## src/rtl/matrix_isa_pkg.sv

```systemverilog
// matrix_isa_pkg: shared ISA constants and sequencer state encoding for the matrix unit
//   Opcodes   : OP_ADD..OP_MULT (0x00-0x04) are executable, OP_STOP ends a program.
//   Fields    : 32-bit word = opcode[31:24] | dest[23:16] | src1[15:8] | src2[7:0].
//   state_t   : fetch sequencer FSM states.
package matrix_isa_pkg;
    localparam int ISA_FIELD_W = 8;
    localparam int ISA_OPC_LSB = 24;
    localparam int ISA_DST_LSB = 16;
    localparam int ISA_SR1_LSB = 8;
    localparam int ISA_SR2_LSB = 0;
    localparam logic [7:0] OP_ADD       = 8'h00;
    localparam logic [7:0] OP_SUB       = 8'h01;
    localparam logic [7:0] OP_TRANSPOSE = 8'h02;
    localparam logic [7:0] OP_SCALE     = 8'h03;
    localparam logic [7:0] OP_MULT      = 8'h04;
    localparam logic [7:0] OP_STOP      = 8'hFF;
    typedef enum logic [2:0] {
        S_IDLE,
        S_FETCH,
        S_CAPTURE,
        S_ISSUE,
        S_DONE
    } state_t;
endpackage

```

## src/rtl/instr_field_decode.sv

```systemverilog
// instr_field_decode: splits an instruction word into its four fields and classifies the opcode
//   word     in  INSTR_W  raw instruction word
//   opcode   out FIELD_W  word[31:24]
//   dest     out FIELD_W  word[23:16]
//   src1     out FIELD_W  word[15:8]
//   src2     out FIELD_W  word[7:0]
//   isStop   out 1        opcode equals STOP_OP
//   isLegal  out 1        opcode is an executable op or the stop op
module instr_field_decode
    import matrix_isa_pkg::*;
#(
    parameter int INSTR_W = 32,
    parameter int FIELD_W = ISA_FIELD_W,
    parameter logic [FIELD_W-1:0] STOP_OP = OP_STOP
) (
    input  logic [INSTR_W-1:0] word,
    output logic [FIELD_W-1:0] opcode,
    output logic [FIELD_W-1:0] dest,
    output logic [FIELD_W-1:0] src1,
    output logic [FIELD_W-1:0] src2,
    output logic               isStop,
    output logic               isLegal
);
    assign {opcode, dest, src1, src2} = word;
    assign isStop  = opcode == STOP_OP;
    // Executable opcodes are the contiguous range starting at OP_ADD (0x00).
    assign isLegal = opcode <= FIELD_W'(OP_MULT) || isStop;
endmodule

```

## src/rtl/instr_fetch_sequencer.sv

```systemverilog
// instr_fetch_sequencer: fetches instructions from memory and issues decoded fields to the matrix unit
//   clk           in  1        clock, rising edge
//   nReset        in  1        asynchronous active-low reset
//   start         in  1        begin program at address 0 (honoured only in IDLE/DONE)
//   instrNumber   out ADDR_W   instruction address to memory
//   nIMemEnable   out 1        active-low memory read enable, low only in FETCH
//   instrMemLine  in  INSTR_W  word returned by memory
//   opcode/dest/src1/src2 out FIELD_W  fields of the issued instruction
//   issueValid    out 1        fields valid
//   issueReady    in  1        execution unit accepts the fields
//   busy          out 1        program in progress
//   done          out 1        program ended, held until next start
//   error         out 1        program ended abnormally, held until next start
// Build option: define ILLEGAL_OP_CHECK_EN to end the program with an error on
// any opcode outside OP_ADD..OP_MULT and STOP_OP instead of issuing it.
module instr_fetch_sequencer
    import matrix_isa_pkg::*;
#(
    parameter int ADDR_W  = 3,
    parameter int INSTR_W = 32,
    parameter int FIELD_W = ISA_FIELD_W,
    parameter logic [FIELD_W-1:0] STOP_OP = OP_STOP
) (
    input  logic               clk,
    input  logic               nReset,
    input  logic               start,
    output logic [ADDR_W-1:0]  instrNumber,
    output logic               nIMemEnable,
    input  logic [INSTR_W-1:0] instrMemLine,
    output logic [FIELD_W-1:0] opcode,
    output logic [FIELD_W-1:0] dest,
    output logic [FIELD_W-1:0] src1,
    output logic [FIELD_W-1:0] src2,
    output logic               issueValid,
    input  logic               issueReady,
    output logic               busy,
    output logic               done,
    output logic               error
);
`ifdef ILLEGAL_OP_CHECK_EN
    localparam bit ILLEGAL_CHK = 1'b1;
`else
    localparam bit ILLEGAL_CHK = 1'b0;
`endif
    localparam logic [ADDR_W-1:0] PC_LAST = '1;

    state_t                   state_q, state_d;
    logic [ADDR_W-1:0]        pc_q, pc_d;
    logic [4*FIELD_W-1:0]     fld_q, fld_d;
    logic                     valid_d, busy_d, done_d, err_d;
    logic [FIELD_W-1:0]       dec_op, dec_dst, dec_src1, dec_src2;
    logic                     is_stop, is_legal, bad_op;

    instr_field_decode #(
        .INSTR_W(INSTR_W),
        .FIELD_W(FIELD_W),
        .STOP_OP(STOP_OP)
    ) u_decode (
        .word   (instrMemLine),
        .opcode (dec_op),
        .dest   (dec_dst),
        .src1   (dec_src1),
        .src2   (dec_src2),
        .isStop (is_stop),
        .isLegal(is_legal)
    );

    assign bad_op      = ILLEGAL_CHK && !is_legal;
    // pc only changes on the edge that enters FETCH, so it doubles as the held address.
    assign instrNumber = pc_q;
    assign nIMemEnable = state_q != S_FETCH;
    assign {opcode, dest, src1, src2} = fld_q;

    always_comb begin
        state_d = state_q;
        pc_d    = pc_q;
        fld_d   = fld_q;
        valid_d = issueValid;
        busy_d  = busy;
        done_d  = done;
        err_d   = error;
        case (state_q)
            S_IDLE, S_DONE: begin
                if (start) begin
                    pc_d    = '0;
                    busy_d  = 1'b1;
                    done_d  = 1'b0;
                    err_d   = 1'b0;
                    state_d = S_FETCH;
                end
            end
            S_FETCH: state_d = S_CAPTURE;
            S_CAPTURE: begin
                if (is_stop || bad_op) begin
                    busy_d  = 1'b0;
                    done_d  = 1'b1;
                    err_d   = !is_stop;
                    state_d = S_DONE;
                end else begin
                    fld_d   = {dec_op, dec_dst, dec_src1, dec_src2};
                    valid_d = 1'b1;
                    state_d = S_ISSUE;
                end
            end
            S_ISSUE: begin
                if (issueReady) begin
                    valid_d = 1'b0;
                    // Running off the end of the address space without a stop is an error; no wrap.
                    if (pc_q == PC_LAST) begin
                        busy_d  = 1'b0;
                        done_d  = 1'b1;
                        err_d   = 1'b1;
                        state_d = S_DONE;
                    end else begin
                        pc_d    = pc_q + 1'b1;
                        state_d = S_FETCH;
                    end
                end
            end
            default: state_d = S_IDLE;
        endcase
    end

    always_ff @(posedge clk or negedge nReset) begin
        if (!nReset) begin
            state_q    <= S_IDLE;
            pc_q       <= '0;
            fld_q      <= '0;
            issueValid <= 1'b0;
            busy       <= 1'b0;
            done       <= 1'b0;
            error      <= 1'b0;
        end else begin
            state_q    <= state_d;
            pc_q       <= pc_d;
            fld_q      <= fld_d;
            issueValid <= valid_d;
            busy       <= busy_d;
            done       <= done_d;
            error      <= err_d;
        end
    end
endmodule

```

## config.mk

```make
export PLATFORM = sky130hd
export DESIGN_NAME = instr_fetch_sequencer
export DESIGN_NICKNAME = d
export VERILOG_FILES = /design/src/rtl/matrix_isa_pkg.sv /design/src/rtl/instr_field_decode.sv /design/src/rtl/instr_fetch_sequencer.sv
export SDC_FILE = /design/constraint.sdc
export NUM_CORES = 1
export LEC_CHECK = 0
export CAP_MARGIN = 20
export CORE_MARGIN = 10
export CORE_UTILIZATION = 38
export CTS_BUF_LIST = sky130_fd_sc_hd__clkbuf_16
export DETAILED_ROUTE_END_ITERATION = 12
export GPL_TIMING_DRIVEN = 1
export HOLD_SLACK_MARGIN = 0.12
export PLACE_DENSITY = 0.76
export SYNTH_ARGS = -nofsm -noshare
export SYNTH_HDL_FRONTEND = slang
export SYNTH_SLANG_ARGS = --single-unit
```

## constraint.sdc

```tcl
create_clock -name clk -period 1.8 [get_ports clk]
set_clock_uncertainty 0.2 [all_clocks]
set_input_delay 0.36 -clock clk [delete_from_list [all_inputs] [get_ports clk]]
set_output_delay 0.36 -clock clk [all_outputs]
set_load 0.01 [all_outputs]
```

==> summary.md <==
| Metric | Value |
|---|---|
| CTS max path bufs | 2 |
| Ports | 76 |
| Worst setup path startpoint | instrNumber[0] |
| CP cell instances | ha_2 > ha_4 > and4bb_2 > a21oi_4 > mux2_4 |
| Diode count | 0 |
| H-tree levels | 2 |
| Drt first-iter violations | 103 |
| Critical R2R Launch | instrNumber[0] |
| CTS root buf | clkbuf_16 |
| Vias per cell | 5.04 |
| Reg area | 1050 sq um |
| Slew Viols, Final | 0 |
| Final HPWL DP | 3.86 mm |
| Tot Pwr | 5.63 mW |
| Mapped Nets | 157 |
| Main synth FF type | dfrtp_1 |
| Max_cap viols | 0 |
| Die ar. | 7740 sq um |
| GR met3 Demand/Resource | 0.0418 |
| Fmax | 0.555 GHz |
| Vias | 1416 |
| Layout area overhead | 74.8% |
| Synth cell types | 28 |
| Tmin final | 1.80 ns |
| CP required | 1.76 ns |
| GPL Wtd Cong | 0.832 |
| Static Leak | 1.39 nW |
| Critical R2R Capture | instrNumber[0] |
| Ys Warns | 0 |
| Crit-path max FO | 2 |
| Violated checks | negative setup slack |
| Fin. Hold Viols | 0 |
| Final ANT Viol Nets | 0 |
| Met2 GRT Util | 0.261 |
| Rel. slew slack | 0.648 |
| Crit path to | instrNumber[0] |
| DRT Wirelength | 5.80 mm |
| Skew-Pair Late Insertion Delay | 0.28 ns |
| Area occupied by multi-input gates | 703 sq um |
| Critical path depth | 5 |
| Sequential-to-total area share from yosys stat | 0.599 |
| First-pass GRT wire length | 8.01 mm |
| Final setup fails | 1 |
| Num rows | 24 |
| Reg2Reg Setup Slack | -0.0007 ns |
| Vias in the first global route | 1558 |
| Synth Register Bits | 42 |
| Clock sinks | 42 |
| Crit. End Element | flop |
| Final worst slack | -0.000701 ns |
| Fill cell count | 310 |
| Crit-path max cell delay | 0.40 ns |
| Largest net degree at the start of global routing | 23 |
| Routed WL per cell | 20.6 microns |
| Syn_area_per_cell | 14.8 sq um |
| Total CTS buffers | 5 |
| TritonCTS clock tree | done |
| CTS clk-pin slew, worst paths | 0.06 ns |
| Initial antenna violation count | 0 |
| Period utilization | 1.00 |
| CP max-delay cell | dfrtp_1 |
| Grt peak-use layer | met2 |
| DR DRC count | 0 |
| Setup crit start kind | flop |
| Status | finished with violations |
| Core ar. | 4410 sq um |
| Die X | 88.0 microns |
| VDD IR max | 834 uV |
| Cells after Synth | 119 |
| Final #Nets | 266 |
| Initial DRT Pass Iterations | 4 |
| WP data arrival | 1.76 ns |
| GR Layer Usage met1 | 0.129 |
| Layout cells sized above 1 | 0.362 |
| Top delay family on crit path | flip-flops |
| Power density cells | 1830 nW/um^2 |
| Buf+Inv Stages, Crit Path | 0 |
| Port bufs | 75 |
| Total gr overflow | 0 |
| EDFF count, synth | 0 |
| RSZ-0062 raised after global routing | yes |
| Cell Area, Synth | 1760 sq um |
| WS Path Type | flop to flop |
| Slew of the pin with the lowest slew margin | 0.527 ns |
| Setup TNS | -0.000701 ns |
| Synth async-reset ratio | 1.00 |
| Total GRT Usage | 0.136 |
| Hold crit path type | input pin to flop |
| Die height | 88.0 microns |
| Initial Utilization | 0.398 |
| FF-to-FF path depth | 5 |
## flip-flops by register name, indices dropped and copies added, names as in the netlist
| register | flops |
|---|---|
| fld_q | 32 |
| busy | 1 |
| state_q | 3 |
| instrNumber | 3 |
| done | 1 |
| error | 1 |
| issueValid | 1 |
## cell usage after synthesis, types with 3 or more instances
master	n	area, sq um
nand2_1	6	22.5
dfrtp_1	42	1050
mux2_1	8	90.1
buf_6	5	56.3
mux2_2	25	282
inv_1	3	11.3
## area by class of cell
type / count / area share
repair buffers: 108 / 0.358
flip-flops and latches: 42 / 0.343
multi-input cells: 68 / 0.229
clock buffers: 5 / 0.0408
well taps: 52 / 0.0212
clock inverters: 3 / 0.00408
inverters: 3 / 0.00367
## metal layers
| layer | vias to the layer above | wire length [microns] |
|---|---|---|
| met5 | - | 0 |
| met1 | 721 | 1960 |
| met4 | 0 | 113 |
| met2 | 50 | 3290 |
| li1 | 636 | - |
| met3 | 9 | 430 |
## through the flow
| stage | area (sq um) | utilization | worst slack, ns | hold slack [ns] | std cells |
|---|---|---|---|---|---|
| detailed placement | 2680 | 0.608 | -0.381 | 0.166 | 255 |
| global placement | 2680 | 0.608 | -0.331 | 0.145 | 255 |
| global route | 3070 | 0.695 | -0.0323 | 0.272 | 281 |
| finish | 3070 | 0.695 | -0.000701 | 0.264 | 281 |
| CTS | 2920 | 0.662 | 0.00312 | 0.263 | 271 |
| floorplan | 1780 | - | 0.00699 | -0.136 | 119 |
## worst min-delay path by stage
| stage | startpoint | to | slack [ns] | cells past startpoint |
|---|---|---|---|---|
| floorplan | nReset | busy | -0.14 | 0 |
| global placement | nReset | fld_q[26] | 0.14 | 1 |
| detailed placement | nReset | fld_q[25] | 0.17 | 1 |
| CTS | instrMemLine[29] | fld_q[29] | 0.26 | 2 |
| global route | instrMemLine[26] | fld_q[26] | 0.27 | 2 |
| finish | instrMemLine[27] | fld_q[27] | 0.26 | 2 |
## layout by cell type, fill, tap and decap left out, drive strengths merged, types with 4 or more instances in the layout
master	synthesis	layout
inv	3	4
dfrtp	42	42
nand2	6	6
mux2	33	33
clkdlybuf4s50	0	62
buf	6	32
clkbuf	0	6
dlygate4sd2	0	10
## logic make-up after synthesis
family,synth area share
flip-flops,0.599
adder cells (fa/ha/maj),0.0143
AO/OA/AOI/OAI,0.0392
AND/OR/NAND/NOR,0.0820
buffers and inverters,0.0428
multiplexers,0.223
## power breakdown
| group | internal (mW) | leakage (nW) | total, mW | switching, mW |
|---|---|---|---|---|
| clock network | 0.501 | 0.0724 | 0.837 | 0.336 |
| registers | 1.40 | 0.499 | 1.66 | 0.257 |
| logic | 1.96 | 0.818 | 3.13 | 1.17 |
## what timing repair did
| action | in CTS | in global routing |
|---|---|---|
| setup buffers | 5 | 9 |
| pin swaps | 4 | 1 |
| setup endpoints to repair | 40 | 33 |
| resized for setup | 17 | 15 |
| hold buffers | 1 | 0 |
| gates cloned | 2 | 1 |
| hold endpoints to repair | 21 | 0 |
## worst reg2reg max path: stages (launching register included)
cell	delay, ns
dfrtp_1	0.40
ha_2	0.21
ha_4	0.16
and4bb_2	0.33
a21oi_4	0.08
mux2_4	0.31
No activity file was read; power rests on OpenSTA's default activity.
